[config.mk]
export PLATFORM = sky130hd
export DESIGN_NAME = spell_mem_initiator
export DESIGN_NICKNAME = d
export VERILOG_FILES = /design/src/rtl/spell_mem_initiator.sv
export SDC_FILE = /design/constraint.sdc
export NUM_CORES = 1
export LEC_CHECK = 0
export CORE_MARGIN = 2
export CORE_UTILIZATION = 45
export CTS_BUF_LIST = sky130_fd_sc_hd__clkbuf_16
export CTS_CLUSTER_DIAMETER = 50
export CTS_CLUSTER_SIZE = 40
export DETAILED_ROUTE_END_ITERATION = 6
export DONT_BUFFER_PORTS = 1
export GPL_ROUTABILITY_DRIVEN = 0
export PLACE_DENSITY = 0.7
export SLEW_MARGIN = 25
export SYNTH_ARGS = -nofsm -noshare
export SYNTH_HDL_FRONTEND = slang
export SYNTH_SLANG_ARGS = --single-unit
[constraint.sdc]
create_clock -name clk -period 1.2 [get_ports clk]
set_input_delay 0.3 -clock clk [delete_from_list [all_inputs] [get_ports clk]]
set_output_delay 0.3 -clock clk [all_outputs]
set_load 0.02 [all_outputs]
[src/rtl/spell_mem_initiator.sv]
// Spell memory port initiator: single-beat core requests driven as a select/addr/write
// handshake toward a responder, with data_ready return-to-zero. Option: SPELL_MEM_TIMEOUT_EN.
module spell_mem_initiator #(
  parameter int TIMEOUT_CYCLES = 15
) (
  input  logic       clk,
  input  logic       rst,
  input  logic       req_valid,
  output logic       req_ready,
  input  logic       req_write,
  input  logic       req_data_type,
  input  logic [7:0] req_addr,
  input  logic [7:0] req_wdata,
  output logic       resp_valid,
  output logic [7:0] resp_rdata,
  output logic       resp_error,
  output logic       mem_select,
  output logic [7:0] mem_addr,
  output logic       mem_write,
  output logic       mem_type_data,
  output logic [7:0] mem_wdata,
  input  logic [7:0] mem_rdata,
  input  logic       mem_data_ready
);

  typedef enum logic [1:0] {IDLE, ACCESS, RELEASE} state_t;

  state_t     state, state_d;
  logic       sel_d, wr_d, type_d, rv_d, err_d;
  logic [7:0] addr_d, wdata_d, rdata_d;

`ifdef SPELL_MEM_TIMEOUT_EN
  localparam int CNT_W = $clog2(TIMEOUT_CYCLES + 1);
  localparam logic [CNT_W-1:0] CNT_LAST = CNT_W'(TIMEOUT_CYCLES - 1);
  logic [CNT_W-1:0] cnt, cnt_d;
`else
  logic unused_timeout_cfg;
  assign unused_timeout_cfg = (TIMEOUT_CYCLES > 0);
`endif

  assign req_ready = (state == IDLE) && !rst;

  always_comb begin
    state_d = state;
    sel_d   = mem_select;
    wr_d    = mem_write;
    type_d  = mem_type_data;
    addr_d  = mem_addr;
    wdata_d = mem_wdata;
    rdata_d = resp_rdata;
    rv_d    = 1'b0;
    err_d   = resp_error;
`ifdef SPELL_MEM_TIMEOUT_EN
    cnt_d   = cnt;
`endif
    case (state)
      IDLE: begin
        sel_d = 1'b0;
        if (req_valid) begin
          sel_d   = 1'b1;
          wr_d    = req_write;
          type_d  = req_data_type;
          addr_d  = req_addr;
          wdata_d = req_wdata;
          state_d = ACCESS;
`ifdef SPELL_MEM_TIMEOUT_EN
          cnt_d   = '0;
`endif
        end
      end
      ACCESS: begin
        // data_ready takes priority over an expiring timeout in the same cycle
        if (mem_data_ready) begin
          sel_d   = 1'b0;
          wr_d    = 1'b0;
          rv_d    = 1'b1;
          err_d   = 1'b0;
          if (!mem_write) rdata_d = mem_rdata;
          state_d = RELEASE;
        end
`ifdef SPELL_MEM_TIMEOUT_EN
        else if (cnt == CNT_LAST) begin
          sel_d   = 1'b0;
          wr_d    = 1'b0;
          rv_d    = 1'b1;
          err_d   = 1'b1;
          rdata_d = 8'h00;
          cnt_d   = cnt + CNT_W'(1);
          state_d = RELEASE;
        end else begin
          cnt_d   = cnt + CNT_W'(1);
        end
`endif
      end
      RELEASE: begin
        // hold off the next access until the responder has dropped data_ready
        if (!mem_data_ready) state_d = IDLE;
      end
      default: state_d = IDLE;
    endcase
  end

  always_ff @(posedge clk) begin
    if (rst) begin
      state         <= IDLE;
      mem_select    <= 1'b0;
      mem_write     <= 1'b0;
      mem_type_data <= 1'b0;
      mem_addr      <= 8'h00;
      mem_wdata     <= 8'h00;
      resp_valid    <= 1'b0;
      resp_rdata    <= 8'h00;
      resp_error    <= 1'b0;
`ifdef SPELL_MEM_TIMEOUT_EN
      cnt           <= '0;
`endif
    end else begin
      state         <= state_d;
      mem_select    <= sel_d;
      mem_write     <= wr_d;
      mem_type_data <= type_d;
      mem_addr      <= addr_d;
      mem_wdata     <= wdata_d;
      resp_valid    <= rv_d;
      resp_rdata    <= rdata_d;
      resp_error    <= err_d;
`ifdef SPELL_MEM_TIMEOUT_EN
      cnt           <= cnt_d;
`endif
    end
  end

endmodule

==> flow_summary.json <==
{
  "power_frac_seq_pct": 46.9,
  "setup_viol": 18,
  "switchingPower_uw": 567,
  "crit_start": "state[1]",
  "endpoint": "req_ready",
  "drt-pass1-iter-count": 4,
  "synth_compound_area_share_pct": 10.6,
  "yosys.area_share.simple_pct": 21.1,
  "path_class": "reg -> out",
  "rsz0062_at_grt": "yes",
  "diodes": 0,
  "clkPwrFrac_pct": 43.8,
  "synth_top_family_by_area": "simple AND/OR/NAND/NOR gates",
  "cts_tree": "yes",
  "final.setup.worst_slack_ns": -0.120,
  "worstSetupStartpointType": "flip-flop",
  "htreeDepth": 2,
  "synthAdderAreaFrac_pct": 0,
  "vias": 862,
  "overflow": 0,
  "synth_seq_cells": 30,
  "cts_buffers": 5,
  "layout_min_cycle_time_ns": 1.32,
  "reg2reg_from": "state[1]",
  "post_dp_cell_area_um2": 1170,
  "clock_skew_ns": 0.00476,
  "cts-root-buf": "clkbuf_16",
  "mostFrequentLayoutCells": "nand2_1 (35), dfxtp_1 (28), a21oi_1 (13), nor2_1 (9), mux2i_1 (8)",
  "grt_pass1_vias": 776,
  "switching_share_pct": 22.9,
  "grt_max_degree": 32,
  "avgSynthCellArea_um2": 8.94,
  "period_share_pct": 110,
  "instances_no_fill": 165,
  "die_h_um": 54.2,
  "hold_viol": 0,
  "rows": 18,
  "drc_errors": 0,
  "track_usage_pct": 15.7,
  "p_leak_nw": 0.517,
  "fin_area_um2": 1390,
  "maxCapViolCount": 0,
  "fill_cells": 209,
  "routed_via_density": 5.22,
  "fp.dieArea_um2": 2940,
  "r2r-end": "mem_addr[3]",
  "routed_wl_um": 2230,
  "antenna_found_initial": 0,
  "synthMuxAreaShare_pct": 7.06,
  "die_w_um": 54.2,
  "fin_setup_tns_ns": -0.495,
  "synth-seq-area-share_pct": 52.9,
  "grt_pass1_wl_um": 3190,
  "drtIter0Drc": 7,
  "fp.coreArea_um2": 2430,
  "cp.arrival_ns": 1.02,
  "slew_viol_final": 0,
  "syn_to_final_growth_pct": 22.2,
  "r2r_setup_slack_ns": -0.04,
  "fin_nets": 166,
  "min_path_type": "in -> reg",
  "io_buffers": 0,
  "dpl.hpwl_um": 1550,
  "synth_nets": 157,
  "drive_gt1_share_pct": 21.5,
  "syn_area_um2": 1130,
  "failed_checks": "negative setup slack",
  "fmax_mhz": 757,
  "ir_drop_v": 0.00163,
  "endpoint_kind": "output port",
  "synthXorXnorAreaFrac_pct": 0.772,
  "ios": 60,
  "status": "finished, violations left",
  "p_int_mw": 1.91,
  "yosysWarnings": 0,
  "ys_types": 22,
  "wl_per_cell_um": 13.5,
  "required_ns": 0.90,
  "cts_buffer_depth": 2,
  "combPwrFrac_pct": 9.3,
  "reg2regPathDepth": 6,
  "initial_utilization_pct": 46.7,
  "clk_latency_ns": 0.26,
  "cts_sinks": 30,
  "final_antenna_net_count": 0,
  "dp_cells": 157,
  "path_clk_slew_ns": 0.05,
  "p_per_area_nw_per_um2": 1780,
  "crit_fanout": 3,
  "final_common_cell": "nand2_1",
  "syn-instance-count": 127,
  "fin_hold_ws_ns": 0.102
}
[power groups by stage]
stage,sequential [mW],combinational (mW),clock [mW]
final,1.16,0.229,1.08
after global routing,1.17,0.253,1.17
after CTS,1.16,0.210,1.11
after detailed placement,1.18,0.194,0
after global placement,1.18,0.186,0
after floorplan,1.17,0.176,0
[routing by layer]
metal  wire length (µm)  global-route usage (%)  vias to the layer above
li1                   -                       -                      428
met3                164                    6.83                        4
met1                879                    15.1                      389
met2               1160                    28.3                       41
met4                 27                    7.50                        0
met5                  0                       0                        -
[per-stage QoR]
step,total power [mW],utilization (%),worst slack (ns)
4_1_cts,2.48,55.0,-0.105
3_5_place_dp,1.37,48.3,-0.0243
6_report,2.47,57.0,-0.120
2_1_floorplan,1.34,-,-0.0945
3_3_place_gp,1.36,48.3,0.0327
5_1_grt,2.59,57.0,-0.173
[synthesized netlist by cell type]
cell type,number,area [µm²]
nand2_1,35,131
dfxtp_1,30,601
a21oi_1,19,95.1
nor2_1,9,33.8
mux2i_1,8,80.1
buf_4,4,30.0
nor3_1,3,15.0
buf_6,2,22.5
clkbuf_1,2,7.51
nor3b_1,2,15.0
o21ai_0,2,10.0
a21oi_2,1,8.76
a31oi_1,1,6.26
buf_1,1,3.75
buf_8,1,15.0
conb_1,1,3.75
inv_1,1,3.75
nor2b_1,1,6.26
nor3b_4,1,18.8
nor4bb_1,1,10.0
or3b_1,1,8.76
xnor2_1,1,8.76
[worst max-delay path: stages, from the launching register on]
cell and delay, ns:
dfxtp_2 0.34, buf_6 0.12, nor3_4 0.14, buf_4 0.16
[cell type report]
cell class	instances	area, µm²	share of cell area [%]
Timing Repair Buffer	12	113	8.12
Inverter	1	3.75	0.271
Clock buffer	5	125	9.03
Multi-Input combinational cell	86	500	36.1
Tap cell	30	37.5	2.71
Sequential cell	30	603	43.5
Clock inverter	1	3.75	0.271
[state kept, by name, summed over array words and instances (netlist names)]
| name | flops |
|---|---|
| mem_write | 1 |
| state | 2 |
| resp_valid | 1 |
| mem_wdata | 8 |
| mem_select | 1 |
| mem_type_data | 1 |
| mem_addr | 8 |
| resp_rdata | 8 |
[how the worst min path moves through the flow]
stage          slack, ns       endpoint  start  cells after the start
3_5_place_dp        0.37     mem_select    rst                      1
4_1_cts             0.09     mem_select    rst                      1
2_1_floorplan       0.38       state[1]    rst                      1
3_3_place_gp        0.37     mem_select    rst                      1
5_1_grt             0.09    mem_addr[5]    rst                      1
6_report            0.10  resp_rdata[6]    rst                      1
[cell families after synthesis]
group / Yosys count
and+or+nand+nor: 53
buffers and inverters: 11
muxes: 8
DFF: 30
other: 1
AOI/OAI and AO/OA: 23
xor gates and xnor gates: 1
[timing repair]
item,in CTS,in global routing
setup endpoints to repair,9,26
buffers inserted,2,0
hold buffers,0,0
gates resized for setup,6,11
pin swaps,2,1
Note: power is estimated with default switching activity, not from simulation.
